`src/rtl/video_timing_monitor.sv`:
```
// Video timing monitor: measures pixels per line and lines per frame from the
// core's sync outputs, reports lock and 50/60 Hz classification. Observe-only.
module video_timing_monitor #(
  parameter int unsigned LOCK_FRAMES    = 4,
  parameter int unsigned LINES_60HZ_MAX = 287
) (
  input  logic        clk,
  input  logic        rst_n,
  input  logic        clk14en,
  input  logic        hsync_n,
  input  logic        vsync_n,
  output logic [10:0] line_len,
  output logic [9:0]  frame_lines,
  output logic        locked,
  output logic        is_60hz,
  output logic        frame_strobe
);

  typedef enum logic [1:0] {
    SEARCH  = 2'd0,
    MEASURE = 2'd1,
    LOCKED  = 2'd2
  } state_t;

  localparam logic [3:0]  MATCH_LAST = 4'(LOCK_FRAMES - 2);
  localparam logic [9:0]  LINES_60   = 10'(LINES_60HZ_MAX);
  localparam logic [10:0] PIX_MAX    = '1;
  localparam logic [9:0]  LINE_MAX   = '1;

  state_t      state, next_state;
  logic        hs_q, vs_q;
  logic [10:0] pix_cnt;
  logic [9:0]  line_cnt;
  logic        hs_seen;
  logic [10:0] cur_len;
  logic        line_var;
  logic [10:0] ref_len;
  logic [9:0]  ref_lines;
  logic        ref_valid;
  logic [3:0]  match_cnt;

  logic        hs_fall, vs_fall, meas_valid, frame_var;
  logic        timeout, frame_end, mismatch;
  logic [10:0] frame_len;
  logic [9:0]  frame_total, lines_next;

  // Edge decode and frame-end summary; a line ending on the frame-end tick is
  // folded into the frame being closed.
  always_comb begin
    hs_fall     = clk14en & hs_q & ~hsync_n;
    vs_fall     = clk14en & vs_q & ~vsync_n;
    meas_valid  = hs_fall & hs_seen;
    frame_len   = (meas_valid && cur_len == '0) ? pix_cnt : cur_len;
    frame_var   = line_var | (meas_valid & (cur_len != '0) & (pix_cnt != cur_len));
    frame_total = (hs_fall && line_cnt != LINE_MAX) ? line_cnt + 10'd1 : line_cnt;
    timeout     = clk14en & ((~hs_fall & (pix_cnt >= PIX_MAX - 11'd1)) |
                             (frame_total == LINE_MAX));
    frame_end   = vs_fall & (state != SEARCH) & ~timeout;
    mismatch    = ~ref_valid | frame_var | (frame_len != ref_len) |
                  (frame_total != ref_lines);
    lines_next  = frame_end ? frame_total : frame_lines;
  end

  // Next-state logic; a timeout overrides everything.
  always_comb begin
    next_state = state;
    if (timeout) begin
      next_state = SEARCH;
    end else begin
      case (state)
        SEARCH:  if (vs_fall) next_state = MEASURE;
        MEASURE: if (frame_end && !mismatch && match_cnt == MATCH_LAST) next_state = LOCKED;
        LOCKED:  if (frame_end && mismatch) next_state = MEASURE;
        default: next_state = SEARCH;
      endcase
    end
  end

  // State register.
  always_ff @(posedge clk or negedge rst_n) begin
    if (!rst_n) state <= SEARCH;
    else        state <= next_state;
  end

  // Sync sampling, pixel/line counters and per-frame measurement bookkeeping.
  always_ff @(posedge clk or negedge rst_n) begin
    if (!rst_n) begin
      hs_q      <= 1'b1;
      vs_q      <= 1'b1;
      pix_cnt   <= 11'd1;
      line_cnt  <= '0;
      hs_seen   <= 1'b0;
      cur_len   <= '0;
      line_var  <= 1'b0;
      ref_len   <= '0;
      ref_lines <= '0;
      ref_valid <= 1'b0;
      match_cnt <= '0;
    end else begin
      if (clk14en) begin
        hs_q <= hsync_n;
        vs_q <= vsync_n;
      end
      if (hs_fall)                         pix_cnt <= 11'd1;
      else if (clk14en && pix_cnt != PIX_MAX) pix_cnt <= pix_cnt + 11'd1;
      if (vs_fall)      line_cnt <= '0;
      else if (hs_fall) line_cnt <= frame_total;

      if (timeout || state == SEARCH) begin
        hs_seen   <= 1'b0;
        cur_len   <= '0;
        line_var  <= 1'b0;
        ref_valid <= 1'b0;
        match_cnt <= '0;
      end else begin
        if (hs_fall) hs_seen <= 1'b1;
        if (frame_end) begin
          cur_len  <= '0;
          line_var <= 1'b0;
          if (mismatch) begin
            ref_len   <= frame_len;
            ref_lines <= frame_total;
            ref_valid <= ~frame_var;
            match_cnt <= '0;
          end else if (state == MEASURE) begin
            match_cnt <= match_cnt + 4'd1;
          end
        end else if (meas_valid) begin
          if (cur_len == '0)         cur_len  <= pix_cnt;
          else if (pix_cnt != cur_len) line_var <= 1'b1;
        end
      end
    end
  end

  // Reported measurements and status, registered from next-state values.
  always_ff @(posedge clk or negedge rst_n) begin
    if (!rst_n) begin
      line_len     <= '0;
      frame_lines  <= '0;
      locked       <= 1'b0;
      is_60hz      <= 1'b0;
      frame_strobe <= 1'b0;
    end else begin
      frame_strobe <= frame_end;
      locked       <= (next_state == LOCKED);
      is_60hz      <= (next_state == LOCKED) && (lines_next <= LINES_60);
      if (timeout) begin
        line_len    <= '0;
        frame_lines <= '0;
      end else if (frame_end) begin
        line_len    <= frame_len;
        frame_lines <= frame_total;
      end
    end
  end

endmodule
```
`config.mk`:
```
export PLATFORM = sky130hd
export DESIGN_NAME = video_timing_monitor
export DESIGN_NICKNAME = d
export VERILOG_FILES = /design/src/rtl/video_timing_monitor.sv
export SDC_FILE = /design/constraint.sdc
export NUM_CORES = 1
export LEC_CHECK = 0
export CELL_PAD_IN_SITES_DETAIL_PLACEMENT = 1
export CELL_PAD_IN_SITES_GLOBAL_PLACEMENT = 1
export CORE_UTILIZATION = 42
export DETAILED_ROUTE_END_ITERATION = 6
export GPL_ROUTABILITY_DRIVEN = 0
export MAX_ROUTING_LAYER = met4
export PLACE_DENSITY_LB_ADDON = 0.1
export SLEW_MARGIN = 20
export SYNTH_ARGS = -nofsm -noshare
export SYNTH_HDL_FRONTEND = slang
export SYNTH_SLANG_ARGS = --single-unit
```
`constraint.sdc`:
```
create_clock -name clk -period 2.8 [get_ports clk]
set_input_delay 0.56 -clock clk [delete_from_list [all_inputs] [get_ports clk]]
set_output_delay 0.56 -clock clk [all_outputs]
set_load 0.03 [all_outputs]
```
# ---- Yosys cells after proc, flatten, opt, wreduce, memory -nomap -nowiden
# Index checks and enable logic that the tools add are counted.
dict set report totals {
  inputBits 5
  reg_bits 88
  wordCells 117
}
dict set report op_classes {
  reduce_logical 28
  mux 33
  n_eq_ne 11
  bitwise_logic 23
  order_cmp 2
  addsub 3
}
# op n
set op_table {}
lappend op_table {{$mux 11} 9}
lappend op_table {{$mux 10} 5}
lappend op_table {{$ne 11x11->1} 2}
lappend op_table {{$mux 4} 4}
lappend op_table {{$reduce_bool 2->1} 7}
lappend op_table {{$reduce_bool 3->1} 4}
lappend op_table {{$add 11x1->11 const B} 1}
lappend op_table {{$and 1x1->1} 11}
lappend op_table {{$ge 11x11->1 const B} 1}
lappend op_table {{$logic_not 11->1} 1}
lappend op_table {{$ne 11x11->1 const B} 1}
lappend op_table {{$reduce_bool 11->1} 1}
lappend op_table {{$add 10x1->10 const B} 1}
lappend op_table {{$eq 10x10->1 const B} 1}
lappend op_table {{$le 10x9->1 const B} 1}
lappend op_table {{$mux 1} 10}
lappend op_table {{$ne 10x10->1} 1}
lappend op_table {{$ne 10x10->1 const B} 1}
lappend op_table {{$mux 2} 4}
lappend op_table {{$logic_and 1x1->1} 7}
lappend op_table {{$not 1->1} 7}
lappend op_table {{$pmux 2 s3} 1}
lappend op_table {{$reduce_and 2->1} 3}
lappend op_table {{$reduce_and 3->1} 2}
lappend op_table {{other kinds (9)} 14}

# ---- Logic depth before layout (Yosys ltp)
# Gate-level depths: netlist of the first run.
dict set report depth {
  word_depth 17
  ltp_mapped 13
}

# ---- Worst setup path after synthesis of the first run
# No wires, ideal clock.
dict set report synth_timing {
  kind {input to register}
  startpoint {input hsync_n}
  endpoint {register ref_lines[2]}
  required_ps 2675
  arrival_time_ps 2831
  slack_ps -155
  setup_ps 125
  path_stages 11
  cell_sequence {nand3b_1 buf_1 or4_4 nor2_2 a31oi_1 xnor2_1 nor4_1 and4_1 buf_6 nor2_4 mux2_2}
}
dict set report synth_via {
  elab_chain_cells 10
  elab_cells_between_ends 25
}
# element line_no
set synth_rtl {}
lappend synth_rtl {{start, declared} 10} ;# input logic hsync_n,
lappend synth_rtl {{$not 1->1 (*)} 50} ;# hs_fall = clk14en & hs_q & ~hsync_n;
lappend synth_rtl {{$and 1x1->1 (*)} 50}
lappend synth_rtl {{$logic_and 1x1->1 or $and 1x1->1 (tied branches)} {55, 52}}
lappend synth_rtl {{$mux 10 or $and 1x1->1 (tied branches)} {55, 54}}
lappend synth_rtl {{$eq 10x10->1 or $and 1x1->1 (tied branches)} {57, 54}}
lappend synth_rtl {{$or 1x1->1, on equally long branches} {56, 54}}
lappend synth_rtl {{$and 1x1->1 or $or 1x1->1 (tied branches)} {56, 59}}
lappend synth_rtl {{$not 1->1, or another cell as far along} 58} ;# frame_end = vs_fall & (state != SEARCH) & ~timeout;
lappend synth_rtl {{$and 1x1->1, or another cell as far along} 58}
lappend synth_rtl {{$reduce_and 3->1 (no line)} -}
lappend synth_rtl {{end signal, assigned} 122} ;# ref_lines <= frame_total;
lappend synth_rtl {{end, declared} 38} ;# logic [9:0] ref_lines;
# Mark *: on every way between the ends. The rest lies on a longest branch, timed or not.
# A chain may end at the register's enable or synchronous reset.

# ---- Worst setup path in the final report of the first run
dict set report layout_timing {
  startpoint {register cur_len[2]}
  endpoint {register match_cnt[0]}
}
dict set report layout_via {
  elab_chain_cells 10
  elab_cells_between_ends 17
}
# element line_no
set layout_rtl {}
lappend layout_rtl {{start, declared} 35} ;# logic [10:0] cur_len;
lappend layout_rtl {{start signal, assigned} 129} ;# if (cur_len == '0) cur_len <= pix_cnt;
lappend layout_rtl {{$reduce_bool 11->1} 54} ;# frame_var = line_var | (meas_valid & (cur_len != '0) & (pix_cnt != cur_len));
lappend layout_rtl {{$and 1x1->1 (2 in series)} 54}
lappend layout_rtl {{$or 1x1->1} 54}
lappend layout_rtl {{$or 1x1->1} 59} ;# mismatch = ~ref_valid | frame_var | (frame_len != ref_len) |
lappend layout_rtl {{$or 1x1->1 (*) (2 in series)} 59}
lappend layout_rtl {{$mux 4} 120} ;# if (mismatch) begin
lappend layout_rtl {{$mux 4} 117} ;# if (frame_end) begin
lappend layout_rtl {{$mux 4} 109} ;# if (timeout || state == SEARCH) begin
lappend layout_rtl {{end signal, assigned} 126} ;# match_cnt <= match_cnt + 4'd1;
lappend layout_rtl {{end, declared} 40} ;# logic [3:0] match_cnt;
# Mark *: on every way between the ends. The rest lies on a longest branch, timed or not. The select of a mux whose other input is x is not followed.

==> results.toml, run 1 <==
[final_layout]
fillCellCount = 1134
mostFrequentLayoutCell = "buf_4"
area_growth_pct = 48.8
seqCellArea_um2 = 2210
drive_above_1_share_pct = 39.4
fin_nets = 642
multi_input_area_um2 = 2730
insertedDiodeCount = 0
final_cell_mix = "102 x buf_4, 85 x dfrtp_1, 43 x nor2_1"
fin_util_pct = 65.6

[yosys]
syn-instance-count = 488
synth_nets = 498
synth-main-ff-cell = "dfrtp_1"
synth.avg_cell_area_um2 = 9.45
mappedNetlistArea_um2 = 4610
ys_types = 62
synth-seq-cells = 88
synth-edff-count = 0
ys_seq_area_share_pct = 47.9
ys_warn_count = 0
ys_async_sr_fraction_pct = 100

[power]
clockPowerShare_pct = 19.9
internal_power_mw = 2.91
seq_power_share_pct = 35.3
switching_power_mw = 2.03
ir_drop_v = 0.000530
p_leak_nw = 3.13
power_density_nw_per_um2 = 719
sw_frac_of_total_pct = 41.1
p_comb_share_pct = 44.8

[status]
outcome = "finished, violations left"
violations = "setup timing"

[global_route]
overflow = 0
grt_pass1_wl_um = 27200
antenna_found_initial = 0
grt_pass1_vias = 4822
grt_max_degree = 50
grt.total_usage_pct = 32.6

[setup_path]
crit_required_ns = 3.10
cp_max_fo = 7
cp-end-kind = "register"
crit_path_start_kind = "register"
crit_type = "register to register"
critPathArrivalTime_ns = 3.60

[timing]
fin_skew_ns = 0.0109
min_period_over_period_pct = 118
max_slew_margin_pct = 49.7
max_freq_mhz = 303
setup_slack_ns = -0.506
worst_pin_slew_ns = 0.746
setup_viol = 65
rsz0062_at_grt = "yes"
hold_viol = 0
period_minus_slack_ns = 3.31
tns_ns = -12.49
drv_slew = 0

[clock_tree]
clk_pin_slew_ns = 0.10
root_buffer = "clkbuf_8"
numCtsBuffers = 9
cts_tree = "done"
worstSkewPairLatency_ns = 0.39
htreeDepth = 3
cts_sinks = 88
hold_buffers = 0
clockBufferDepth = 2

[drt]
viasPerCell = 6.15
wirelength_um = 20500
wl_per_cell_um = 26.5
drcViolationCount = 0
via_count = 4754
drt_iter0_drc = 367
ant_nets = 0
firstDrtPassIters = 5

[floorplan]
start_util_pct = 44.1
coreArea_um2 = 10500
dieArea_um2 = 11400
rows = 37
ios = 29
die_h_um = 107
die_x_um = 107

[place]
port_buffers = 28
place_ws_ns = -1.10
dpl.hpwl_um = 10700

[worst_hold_path]
hold_class = "input port to async pin"

[run]
cap_viol_max_count = 0
-- what timing repair did --
action / CTS / global route
pin swaps: 27 / 29
resized for setup: 69 / 109
hold endpoints to repair: 0 / 0
cloned: 1 / 2
setup buffers: 22 / 10
endpoints found under the setup margin: 65 / 65
-- registers in the layout, summed over array words and instances, names as in the netlist --
signal	cells
line_cnt	10
line_len	11
is_60hz	1
ref_lines	10
state	2
line_var	1
hs_q	1
frame_lines	10
cur_len	11
pix_cnt	11
ref_valid	1
locked	1
ref_len	11
match_cnt	4
hs_seen	1
frame_strobe	1
vs_q	1
-- power groups by stage --
stage               combinational [mW]  clock, mW  sequential (mW)
floorplan                        0.803          0             1.79
global placement                  1.59          0             1.69
detailed placement                1.64          0             1.70
CTS                               1.82      0.965             1.68
global route                      2.33       1.03             1.76
finish                            2.21      0.981             1.74
-- through the flow --
step / cell area [um^2] / power, mW / hold slack, ns / cells
after global routing: 6860 / 5.11 / 0.187 / 773
after global placement: 5770 / 3.28 / 0.467 / 725
final: 6860 / 4.94 / 0.146 / 773
after CTS: 6420 / 4.46 / 0.171 / 764
after floorplan: 4630 / 2.59 / 0.264 / 488
after detailed placement: 5770 / 3.34 / 0.470 / 725
-- layer usage --
metal | global-route usage, % | vias up | part of all wire (%)
met5 | - | - | 0
met4 | 14.5 | 0 | 5.6
met3 | 4.07 | 102 | 6.1
met2 | 50.5 | 221 | 48
met1 | 43.0 | 2422 | 40
li1 | - | 2009 | -
-- cells in the mapped netlist, types with 5 or more instances --
cell type,n,area [um^2]
nor3_1,6,30.0
nand3_1,12,60.1
o21ai_0,38,190
dfrtp_1,85,2130
xnor2_1,20,175
o31ai_1,12,90.1
a21oi_1,28,140
nor4_1,6,37.5
nand2_1,42,158
xor2_1,20,175
mux2i_1,8,80.1
ha_1,5,62.6
inv_1,14,52.6
nor2_1,69,259
buf_2,8,40.0
nand2b_1,6,37.5
clkbuf_1,13,48.8
nand4_1,8,50.1
mux2_2,9,101
and3_1,5,31.3
-- kinds of logic (layout without fill, tap and decap cells) --
group | after synthesis | after routing | synth area share (%)
AOI/OAI and AO/OA | 108 | 108 | 14.4
buffers and inverters | 41 | 190 | 4.04
DFF | 88 | 88 | 47.9
muxes | 17 | 17 | 3.94
adders and majority gates | 5 | 5 | 1.36
and+or+nand+nor | 189 | 189 | 20.8
xor gates and xnor gates | 40 | 40 | 7.60
-- final cells by class --
class,instances,area share [%]
sequential,88,32.2
clock inverter,7,1.20
timing repair buffer,159,21.7
tap,136,2.48
clock buffer,9,1.81
inverter,15,0.930
multi-input combinational,359,39.7
-- final timing paths --
check                               end        start  depth (start not counted)  slack, ns
max                        match_cnt[0]   cur_len[2]                         11      -0.51
min                        ref_lines[0]        rst_n                          1       0.15
max reg2reg                match_cnt[0]   cur_len[2]                         11      -0.51
min reg2reg                 line_len[7]  line_len[7]                          2       0.51
max in group asynchronous    pix_cnt[0]        rst_n                          2       1.97
min in group clk            line_len[7]  line_len[7]                          2       0.51
-- critical path, stage by stage (launching register included) --
cell       delay (ns)
dfrtp_1          0.47
or4_4            0.58
nor4_4           0.27
buf_4            0.17
mux2i_1          0.26
o21ai_0          0.21
a2111oi_2        0.29
and4_1           0.30
buf_12           0.15
buf_12           0.12
nand4_1          0.14
a31oi_1          0.25
No activity file was read; power rests on OpenSTA's default activity.
==> run 2: changes to the inputs <==
--- a/config.mk
+++ b/config.mk
@@ -5,6 +5,7 @@
 export SDC_FILE = /design/constraint.sdc
 export NUM_CORES = 1
 export LEC_CHECK = 0
+export CAP_MARGIN = 10
 export CELL_PAD_IN_SITES_DETAIL_PLACEMENT = 1
 export CELL_PAD_IN_SITES_GLOBAL_PLACEMENT = 1
 export CORE_UTILIZATION = 42
==> results of run 2 <==
Same layout as run 1: the final DEF is identical, and so are final timing and power.
